==> config.mk <==
export PLATFORM = sky130hd
export DESIGN_NAME = qbus_slave_sequencer
export DESIGN_NICKNAME = d
export VERILOG_FILES = /design/src/rtl/qbus_slave_sequencer.sv
export SDC_FILE = /design/constraint.sdc
export NUM_CORES = 1
export LEC_CHECK = 0
export CORE_MARGIN = 2
export CORE_UTILIZATION = 30
export CTS_CLUSTER_SIZE = 10
export DETAILED_ROUTE_END_ITERATION = 8
export HOLD_SLACK_MARGIN = 0.05
export PLACE_DENSITY_LB_ADDON = 0.12
export SLEW_MARGIN = 40
export SYNTH_ARGS = -nofsm -noshare
export SYNTH_HDL_FRONTEND = slang
export SYNTH_SLANG_ARGS = --single-unit
==> constraint.sdc <==
create_clock -name qclk -period 2 [get_ports qclk]
set_input_delay 0.5 -clock qclk [delete_from_list [all_inputs] [get_ports qclk]]
set_output_delay 0.5 -clock qclk [all_outputs]
set_load 0.01 [all_outputs]
==> src/rtl/qbus_slave_sequencer.sv <==
// qbus_slave_sequencer
//   Q-bus slave-side cycle sequencer that is shared by up to NDEV I/O page
//   devices. It decodes DATI, DATO, DATIO and interrupt-acknowledge cycles
//   from the synchronized bus strobes. It selects the lowest-indexed
//   responding device, steers that device's read data or vector onto TDL,
//   generates TRPLY, and issues one-cycle per-device read and write strobes.
//
// Ports
//   qclk          : 20 MHz system clock, the only clock
//   reset         : synchronous, active-high
//   RSYNC, RDIN, RDOUT, RIAK : synchronized bus strobes, active-high
//   dev_match     : per-device address match
//   dev_tdl       : per-device read data, device i at [16i+15:16i]
//   dev_irq       : per-device interrupt requests
//   dev_vec       : per-device 9-bit vectors, device i at [9i+8:9i]
//   TDL, TDL_oe   : bus data and its driver enable
//   TRPLY         : bus reply
//   TIRQ          : bus interrupt request (registered OR of dev_irq)
//   TIAKO         : interrupt-acknowledge daisy-chain output
//   write_pulse   : one-cycle write strobe to the selected device
//   read_pulse    : one-cycle read-side-effect strobe to the selected device
//   assert_vector : the granted device is having its vector read
//   irq_ack       : one-cycle pulse when the vector reply is given
module qbus_slave_sequencer #(
  parameter int REPLY_DLY = 2,
  parameter int NDEV      = 4
) (
  input  logic                 qclk,
  input  logic                 reset,
  input  logic                 RSYNC,
  input  logic                 RDIN,
  input  logic                 RDOUT,
  input  logic                 RIAK,
  input  logic [NDEV-1:0]      dev_match,
  input  logic [16*NDEV-1:0]   dev_tdl,
  input  logic [NDEV-1:0]      dev_irq,
  input  logic [9*NDEV-1:0]    dev_vec,
  output logic [15:0]          TDL,
  output logic                 TDL_oe,
  output logic                 TRPLY,
  output logic                 TIRQ,
  output logic                 TIAKO,
  output logic [NDEV-1:0]      write_pulse,
  output logic [NDEV-1:0]      read_pulse,
  output logic [NDEV-1:0]      assert_vector,
  output logic [NDEV-1:0]      irq_ack
);

  localparam int IW  = (NDEV > 1) ? $clog2(NDEV) : 1;
  // The counter stops one step past REPLY_DLY. This makes "cnt == REPLY_DLY"
  // true for exactly one cycle, which is what the irq_ack pulse needs.
  localparam int SAT = REPLY_DLY + 1;
  localparam int CW  = $clog2(SAT + 1);
  localparam logic [CW-1:0] CNT_SAT = CW'(SAT);
  localparam logic [CW-1:0] CNT_DLY = CW'(REPLY_DLY);

  typedef enum logic [3:0] {
    IDLE, SEL, DATI, DATI_END, DATO, DATO_END, WAIT_END, IAK, IAK_END
  } state_t;

  state_t          state, state_next;
  logic [IW-1:0]   sel, grant;
  logic [CW-1:0]   cnt;
  logic            rsync_q, riak_q;
  logic            tirq_q, tiako_q;
  logic            rsync_rise, riak_rise;

  function automatic logic [IW-1:0] lowest(input logic [NDEV-1:0] v);
    lowest = '0;
    for (int i = NDEV - 1; i >= 0; i--)
      if (v[i]) lowest = i[IW-1:0];
  endfunction

  assign rsync_rise = RSYNC & ~rsync_q;
  assign riak_rise  = RIAK  & ~riak_q;

  // The strobe history keeps sampling through reset. A strobe that is still
  // high when reset is released is therefore not seen as a new rising edge,
  // and the interrupted cycle is ignored until RSYNC rises again.
  always_ff @(posedge qclk) begin
    rsync_q <= RSYNC;
    riak_q  <= RIAK;
  end

  // State, device latches and the reply-delay counter. The counter restarts
  // on every state change and then saturates, so each state sees a count of
  // cycles since it was entered.
  // TIAKO passes RIAK down the chain only when the acknowledge arrived in IDLE
  // with no local request, and it stays passed until RIAK drops.
  always_ff @(posedge qclk) begin
    if (reset) begin
      state   <= IDLE;
      sel     <= '0;
      grant   <= '0;
      cnt     <= '0;
      tirq_q  <= 1'b0;
      tiako_q <= 1'b0;
    end else begin
      state  <= state_next;
      tirq_q <= |dev_irq;
      if (state != state_next)
        cnt <= '0;
      else if (cnt != CNT_SAT)
        cnt <= cnt + 1'b1;
      if (state == IDLE && rsync_rise)
        sel <= lowest(dev_match);
      if (state == IDLE && !RSYNC && riak_rise && (|dev_irq))
        grant <= lowest(dev_irq);
      tiako_q <= (state == IDLE) && !RSYNC && RIAK &&
                 (tiako_q || (riak_rise && !(|dev_irq)));
    end
  end

  // Next-state and Moore outputs. An RSYNC drop in SEL, DATI, DATO or
  // WAIT_END aborts to IDLE. In SEL, RDIN is checked first so that it wins
  // over RDOUT. While reset is high, every output is forced low.
  always_comb begin
    state_next    = state;
    TDL           = '0;
    TDL_oe        = 1'b0;
    TRPLY         = 1'b0;
    write_pulse   = '0;
    read_pulse    = '0;
    assert_vector = '0;
    irq_ack       = '0;
    TIRQ          = tirq_q;
    TIAKO         = tiako_q;
    case (state)
      IDLE: begin
        if (rsync_rise)
          state_next = (|dev_match) ? SEL : WAIT_END;
        else if (!RSYNC && riak_rise && (|dev_irq))
          state_next = IAK;
      end
      SEL: begin
        if (!RSYNC)     state_next = IDLE;
        else if (RDIN)  state_next = DATI;
        else if (RDOUT) state_next = DATO;
      end
      DATI: begin
        TDL             = dev_tdl[16*sel +: 16];
        TDL_oe          = 1'b1;
        read_pulse[sel] = (cnt == '0);
        TRPLY           = (cnt >= CNT_DLY);
        if (!RSYNC)     state_next = IDLE;
        else if (!RDIN) state_next = DATI_END;
      end
      DATI_END: state_next = SEL;
      DATO: begin
        write_pulse[sel] = (cnt == '0);
        TRPLY            = (cnt != '0);
        if (!RSYNC)      state_next = IDLE;
        else if (!RDOUT) state_next = DATO_END;
      end
      DATO_END: state_next = SEL;
      WAIT_END: begin
        if (!RSYNC) state_next = IDLE;
      end
      IAK: begin
        TDL                  = {7'b0, dev_vec[9*grant +: 9]};
        TDL_oe               = 1'b1;
        assert_vector[grant] = 1'b1;
        TRPLY                = (cnt >= CNT_DLY);
        irq_ack[grant]       = (cnt == CNT_DLY);
        if (!RIAK) state_next = IAK_END;
      end
      IAK_END: state_next = IDLE;
      default: state_next = IDLE;
    endcase
    if (reset) begin
      TDL           = '0;
      TDL_oe        = 1'b0;
      TRPLY         = 1'b0;
      TIRQ          = 1'b0;
      TIAKO         = 1'b0;
      write_pulse   = '0;
      read_pulse    = '0;
      assert_vector = '0;
      irq_ack       = '0;
    end
  end

endmodule

==> results of run 1 <==
## power groups by stage
stage	clock network (W)	registers [W]	logic, W
after floorplan	0	0.000342	0.000495
after global placement	0	0.000352	0.000915
after detailed placement	0	0.000352	0.000927
after CTS	0.000233	0.000355	0.000971
after global routing	0.000244	0.000365	0.00108
final	0.000227	0.000360	0.00100
## flip-flops by register name, summed over array words and instances, names as in the netlist
register,flops
state,4
cnt,2
grant,2
sel,2
riak_q,1
rsync_q,1
tiako_q,1
tirq_q,1
## final timing paths
| path | start | end | slack, ps | cells after the start |
|---|---|---|---|---|
| worst min-delay path | tiako_q | tiako_q | 520 | 2 |
| worst max register to register | state[0] | cnt[0] | 110 | 6 |
| worst min register to register | tiako_q | tiako_q | 520 | 2 |
| worst max-delay path | sel[0] | TDL[6] | -140 | 4 |
## layout by cell type (no fill, tap or decap), drive strengths merged, types with 8 or more instances in the layout
cell         Yosys  final
a22o             9      9
buf              6     78
nor2            23     23
nor3            12     12
nor3b            8      8
dfxtp           14     14
and2             8      8
mux4            25     25
dlygate4sd2      0    106
nand2           11     11
## worst min-delay path, delay by kind of cell, from the launching register on
| family | cells | cell delay, ps |
|---|---|---|
| AOI/OAI and AO/OA | 1 | 40 |
| and+or+nand+nor | 1 | 110 |
| DFF | 1 | 320 |
## synthesized netlist by cell type, types with 2 or more instances
master     n  area, um^2
nand3_1    4        20.0
nor2_1    23        86.3
buf_2      4        20.0
mux4_2    25         563
a21oi_1    6        30.0
clkbuf_1   8        30.0
and2b_2    2        17.5
mux2i_1    4        40.0
nand2_1   11        41.3
nor4_4     2        42.5
nand3b_1   2        15.0
nor2b_1    4        25.0
nor3_1    11        55.1
dfxtp_1   14         280
inv_1      6        22.5
nor3b_1    8        60.1
a22o_1     9        78.8
and3_1     2        12.5
clkbuf_8   3        41.3
nand2b_1   5        31.3
ha_1       3        37.5
o21ai_0    3        15.0
nor4_1     2        12.5
and2_1     8        50.1
a31oi_1    3        18.8
## final cells by class
class / count / area (um^2) / area share [%]
multi-input cells: 155 / 1580 / 42.2
clock buffers: 3 / 41.3 / 1.10
inverters: 6 / 22.5 / 0.601
diodes: 3 / 7.51 / 0.200
flip-flops and latches: 14 / 290 / 7.75
well taps: 75 / 93.8 / 2.51
repair buffers: 197 / 1710 / 45.6
## logic make-up (layout without fill, tap and decap cells)
family	count (synthesis)	in the layout	share of synthesized area, %
buffers and inverters	23	206	7.08
AOI/OAI and AO/OA	29	29	11.8
xor gates and xnor gates	1	1	0.481
adders and majority gates	3	3	2.06
other	0	3	0
DFF	14	14	15.4
muxes	30	30	33.7
and+or+nand+nor	92	92	29.5
## stage by stage
step	area [um^2]	std cells	hold slack [ps]
2_1_floorplan	1820	192	478
3_3_place_gp	3620	439	503
3_5_place_dp	3620	439	512
6_report	3750	453	520
5_1_grt	3750	453	548
4_1_cts	3670	451	525
## routing by layer
layer	up-vias	part of all wire, %	global-route usage, %
li1	1105	-	-
met1	1132	36	23.3
met2	76	54	43.3
met3	12	8.3	4.51
met4	0	1.7	5.50
met5	-	0	0
## repair_timing
item                                    CTS  global route
gates cloned                              2             0
endpoints found under the setup margin   40            36
gates resized for setup                 274            38
pin swaps                                24            19
endpoints found under the hold margin     0             0
buffers inserted                          7             0
==> results.cfg, run 1 <==
[cts]
cts_tree = yes
cts_hold_buf = 0
clock_latency_ps = 240
cts-root-buf = clkbuf_8
clockBufferDepth = 2
numCtsBuffers = 3
clkTransAtPathRegs_ps = 50
cts.sinks = 14
htreeDepth = 1

[pwr]
p_leak_nw = 1.71
p_int_w = 0.00102
sequentialPowerShare_pct = 22.6
pwr-share-comb_pct = 63.1
powerDensity_nw_per_um2 = 425
ir_worst_vdd_uv = 384
sw_frac_of_total_pct = 35.7
p_sw_w = 0.000568
power_frac_clock_pct = 14.3
power_w = 0.00159

[finish]
finalNetCount = 494
syn_to_final_growth_pct = 106
drive_gt1_share_pct = 41.1
fillCellCount = 541
final_util_pct = 63.6

[detailed_routing]
drc = 0
via_count = 2325
wl_per_cell_um = 17.4
initialDrtViolationCount = 42
viasPerCell = 5.13
first_pass_iters = 4
ant_nets = 0
wl_mm = 7.87

[worst_setup_path]
worstSetupStartpointType = flop
slowest_delay_ps = 510
path_class = flop to primary output
worstPathCellList = buf_12, mux4_2, a22o_1, buf_2
critical_path.max_fanout = 9
endpoint_kind = primary output
path_delay_family = multiplexers
cp.arrival_ps = 1640
required_ps = 1500
path_buf_inv = 2
slowest_stage = mux4_2

[timing]
worst_pin_slew_ps = 433
finalCritPeriodShare_pct = 107
finClkSkew_ps = 0.749
rsz0062_at_grt = yes
setup_viol = 17
period_minus_slack_ps = 2140
fmaxAchievable_mhz = 468
final_hold_viol_count = 0
setup_tns_ps = -1270
layout_setup_ws_ps = -136
slew_violations = 0
slew_headroom_pct = 70.9

[synth]
synth-async-reset-ratio_pct = 0
synth_edf_count = 0
yosysWarnings = 0
yosysSeqAreaShare_pct = 15.4
syn_area_um2 = 1820
syn_inst = 192
yosysUniqueCellTypes = 45
synth_ff_type = dfxtp_1
ys_ff_latch = 14
syn_area_per_cell_um2 = 9.48
synth_nets = 309

[floorplanning]
core_um2 = 5890
die_x_um = 81.9
num_io_pins = 150
dieHeight_um = 81.9
start_util_pct = 30.9
die_area_um2 = 6710
core.rowCount = 28

[global_route]
antenna_found_initial = 3
grt_overflow = 0
grt_usage_pct = 21.9
grt_pass1_wl_mm = 11.2
grt_pass1_vias = 2238
grt_max_degree = 18

[hold_path]
hold_class = flop to flop

[placed_design]
gp_congestion = 0.877
io_buffers = 149
dp_hpwl_mm = 6.22
dpl_worst_slack_ps = -877

[outcome]
outcome = finished, violations left
violations = setup timing

[job]
cap_viol_max_count = 0
(Power assumes the default switching activity.)
==> run 2, diff against run 1 <==
- PLACE_DENSITY: default -> 0.78
- PLACE_DENSITY_LB_ADDON: 0.12 -> default
==> run 2 against run 1 <==
The run still ends with setup timing left. Non-clock buffer count decreased by 2. Critical path depth unchanged. Sequential power about the same. First-iteration DRC count increased to 2.5 times the previous value. Combinational power increased by 6%. Utilization increased by 1.3 points. Register-to-register slack improved by 100 ps. Flip-flop and latch count unchanged. Die area unchanged. Worst setup slack got worse by 28 ps. Routed wire length increased by 6.3%.
==> results.cfg, run 2 (synthesized netlist as in run 1, its figures left out) <==
[outcome]
outcome = finished, violations left
violations = setup timing

[worst_setup_path]
startpoint = sel[0]
reg2reg_to = cnt[1]
required_ps = 1500
path_class = flop to primary output
regToRegSetupSlack_ps = 210
r2r-start = state[0]
crit_path_end = TDL[0]
cp.arrival_ps = 1660
worst-r2r-cell-count = 6
critical_path.max_fanout = 6
worstSetupStartpointType = flop
endpoint_kind = primary output

[global_route]
grt_pass1_vias = 2257
grt_pass1_wl_mm = 11.4
antenna_found_initial = 0
grt_max_degree = 15
grt_overflow = 0
grt_usage_pct = 22.1

[pwr]
ir_worst_vdd_uv = 280
powerDensity_nw_per_um2 = 432
p_leak_nw = 1.69

[detailed_routing]
ant_nets = 0
drc = 0
initialDrtViolationCount = 107
wl_mm = 8.36
viasPerCell = 5.16
via_count = 2311
first_pass_iters = 4
wl_per_cell_um = 18.7

[floorplanning]
die_area_um2 = 6710
dieHeight_um = 81.9
num_io_pins = 150
core_um2 = 5890
start_util_pct = 30.9
die_x_um = 81.9
core.rowCount = 28

[finish]
syn_to_final_growth_pct = 110
final_common_cell = dlygate4sd2_1
layout_common_cells = dlygate4sd2_1 (105), buf_4 (32), mux4_2 (25), buf_2 (21), buf_6 (19)
regArea_um2 = 290
multiInputGateArea_um2 = 1670
finalNetCount = 492
fillCellCount = 511
regMostFlops = state
largest_reg_flops = 4
final_area_um2 = 3820
drive_gt1_share_pct = 43.2
diodes = 0

[timing]
slew_violations = 0
finalCritPeriodShare_pct = 108
period_minus_slack_ps = 2160
worst_pin_slew_ps = 394
final_hold_viol_count = 0
layout_setup_ws_ps = -164
finClkSkew_ps = 3.71
slew_headroom_pct = 73.5
rsz0062_at_grt = yes
setup_viol = 26
fmaxAchievable_mhz = 462
hold_slack_ps = 553

[cts]
cts_hold_buf = 0
cts.sinks = 14
htreeDepth = 1
cts_tree = yes
clockBufferDepth = 2
cts-root-buf = clkbuf_8
clock_latency_ps = 240
numCtsBuffers = 3
clkTransAtPathRegs_ps = 60

[job]
cap_viol_max_count = 0

[placed_design]
io_buffers = 149
dp_hpwl_mm = 6.56
place_area_um2 = 3590
gp_congestion = 0.871

[hold_path]
min_path_cells = 2
hold_class = flop to flop
==> run 2: changes by cell type in the layout (fill, tap and decap cells not counted), moves of 3 or more <==
cell	delta
diode_2	-3
nor2_1	-5
dlymetal6s2s_1	-3
buf_4	-4
nor2_4	+4
dfxtp_2	+3
buf_6	+6
clkdlybuf4s50_1	+3
==> run 2: repair_timing <==
item                       4_1_cts  5_1_grt
cloned                           0        2
buffers inserted                 8        5
gates resized for setup        269       70
pin swaps                       25       19
setup endpoints to repair       38       35
==> run 2: how the worst min path moves through the flow <==
stage               slack, ps      end     from
floorplan                 480  tiako_q  tiako_q
global placement          500  tiako_q  tiako_q
detailed placement        530  tiako_q  tiako_q
CTS                       550  tiako_q  tiako_q
global route              590  tiako_q  tiako_q
finish                    550  tiako_q  tiako_q
==> run 2: per-stage QoR <==
step,TNS (ps),total power [W],std cells,utilization [%],setup WS [ps]
floorplan,0,0.000837,192,-,11.5
global placement,-26230,0.00126,433,61.0,-855
detailed placement,-27540,0.00128,433,61.0,-878
CTS,-1710,0.00150,443,59.6,-140
global route,-4680,0.00175,448,64.9,-249
finish,-2550,0.00165,448,64.9,-164
==> run 2: where the power goes <==
part	internal [W]	leakage [nW]	switching, W
combinational	0.000600	1.55	0.000461
clock	0.000133	0.0216	0.0000995
sequential	0.000316	0.118	0.0000428
==> run 2: metal layers <==
layer | routed length (um) | GRT usage (%) | share of wire (%)
met1 | 3110 | 27.1 | 37
met4 | 42 | 3.50 | 0.50
met5 | 0 | 0 | 0
met3 | 726 | 5.38 | 8.7
met2 | 4480 | 39.5 | 54
==> run 2: area by class of cell <==
| cell class | count | area share (%) |
|---|---|---|
| multi-input cells | 155 | 43.6 |
| clock buffers | 3 | 1.08 |
| repair buffers | 195 | 44.7 |
| well taps | 75 | 2.46 |
| inverters | 6 | 0.589 |
| flip-flops and latches | 14 | 7.60 |
==> run 2: critical path, cell delays in order (launching register included) <==
cell     delay (ps)
dfxtp_4         390
buf_12          140
mux4_2          500
a22o_1          250
buf_2           140
==> run 3, diff against run 2 <==
- CTS_CLUSTER_DIAMETER: default -> 150
- HOLD_SLACK_MARGIN: 0.05 -> default
- TNS_END_PERCENT: default -> 30
==> run 3 against run 2 <==
Largest power group unchanged. Register-to-register slack improved by 40 ps. Sequential power about the same. First-iteration DRC count down 13%. Combinational power fell by 7%. The flow still finishes with violations (setup timing). Final cell count shrank 0.67%. Maximum frequency grew 0.70%. Flip-flop and latch count stayed put.
==> results.cfg, run 3 (synthesized netlist as in run 1, its figures left out) <==
[pwr]
sw_frac_of_total_pct = 35.8
power_frac_clock_pct = 14.5
ir_worst_vdd_uv = 298
p_sw_w = 0.000561
p_int_w = 0.00100
sequentialPowerShare_pct = 22.7
p_leak_nw = 1.73
pwr-share-comb_pct = 62.8
powerDensity_nw_per_um2 = 426

[worst_setup_path]
r2r-start = state[0]
slowest_stage = mux4_2
worstPathCellList = clkbuf_16, mux4_2, a22o_1, buf_2
critical_path.max_fanout = 6
path_buf_inv = 2
path_delay_family = multiplexers
cp.arrival_ps = 1650
worstSetupStartpointType = flop
required_ps = 1500
startpoint = sel[0]
endpoint_kind = primary output
path_class = flop to primary output
slowest_delay_ps = 510

[cts]
cts_hold_buf = 0
clkTransAtPathRegs_ps = 60
clockBufferDepth = 2
cts.sinks = 14
cts_tree = yes
clock_latency_ps = 240
numCtsBuffers = 3
cts-root-buf = clkbuf_8
htreeDepth = 1

[detailed_routing]
initialDrtViolationCount = 93
viasPerCell = 5.23
wl_per_cell_um = 18.6
drc = 0
first_pass_iters = 4
via_count = 2328
wl_mm = 8.26
ant_nets = 0

[outcome]
violations = setup timing
outcome = finished, violations left

[timing]
hold_slack_ps = 555
finalCritPeriodShare_pct = 107
slew_violations = 0
rsz0062_at_grt = yes
fmaxAchievable_mhz = 465
finClkSkew_ps = 2.84
period_minus_slack_ps = 2150
setup_viol = 20
layout_setup_ws_ps = -148
worst_pin_slew_ps = 353
final_hold_viol_count = 0
slew_headroom_pct = 76.3

[hold_path]
hold_class = flop to flop
min-delay-start = tiako_q

[placed_design]
gp_congestion = 0.871
place_area_um2 = 3590
dp_hpwl_mm = 6.56
io_buffers = 149

[global_route]
grt_pass1_wl_mm = 11.2
grt_usage_pct = 21.8
grt_max_degree = 15
grt_overflow = 0
antenna_found_initial = 0
grt_pass1_vias = 2204

[floorplanning]
die_area_um2 = 6710
core.rowCount = 28
num_io_pins = 150
start_util_pct = 30.9
core_um2 = 5890
dieHeight_um = 81.9
die_x_um = 81.9

[finish]
layout_common_cells = dlygate4sd2_1 (101), buf_4 (31), buf_2 (29), mux4_2 (25), nor2_1 (16)
diodes = 0
finalNetCount = 489
syn_to_final_growth_pct = 102
drive_gt1_share_pct = 40.8
final_common_cell = dlygate4sd2_1
regMostFlops = state
largest_reg_flops = 4
final_area_um2 = 3670

[job]
cap_viol_max_count = 0
-- run 3: cell types whose count changed in the layout (fill, tap and decap cells not counted), sizes merged --
cell and delta:
buf -3, dlygate4sd2 -4, clkdlybuf4s15 -4, clkbuf -1, dlymetal6s2s +9
-- run 3: metrics by stage --
step	std cells	util (%)	setup TNS, ps	setup WS, ps	power, W
5_1_grt	445	62.4	-3320	-193	0.00166
3_3_place_gp	433	61.0	-26230	-855	0.00126
4_1_cts	441	59.0	-1950	-147	0.00148
3_5_place_dp	433	61.0	-27540	-878	0.00128
6_report	445	62.4	-1780	-148	0.00157
2_1_floorplan	192	-	0	11.5	0.000837
-- run 3: layout make-up --
cell class                 count  area, um^2
sequential                    14         290
multi-input combinational    155        1570
tap                           75        93.8
inverter                       6        22.5
timing repair buffer         192        1650
clock buffer                   3        41.3
fill                         528        2220
-- run 3: repair_timing --
action | in CTS | in global routing
resized for setup | 254 | 46
gates cloned | 0 | 2
pin swaps | 20 | 5
buffers inserted | 5 | 2
setup endpoints to repair | 38 | 38
-- run 3: power groups by stage --
stage | Clock [W] | Combinational, W | Sequential [W]
finish | 0.000227 | 0.000982 | 0.000356
floorplan | 0 | 0.000495 | 0.000342
global placement | 0 | 0.000911 | 0.000350
detailed placement | 0 | 0.000929 | 0.000352
global route | 0.000247 | 0.00105 | 0.000361
CTS | 0.000234 | 0.000893 | 0.000351
-- run 3: worst paths after layout --
kind | slack, ps | cells after the start | end
setup / recovery | -150 | 4 | TDL[6]
setup reg to reg | 250 | 6 | cnt[0]
hold / removal | 560 | 2 | tiako_q
hold reg to reg | 560 | 2 | tiako_q
-- run 3: routing by layer --
layer | vias to the layer above | wire length, um | GRT usage (%)
met3 | 6 | 741 | 5.60
met1 | 1121 | 3110 | 26.2
li1 | 1095 | - | -
met2 | 106 | 4350 | 40.1
met5 | - | 0 | 0
met4 | 0 | 55 | 2.50
-- run 3: tightest hold or removal path, cell delays in order (launching register included) --
cell	delay (ps)
dfxtp_1	310
a31oi_1	140
nor3_1	60
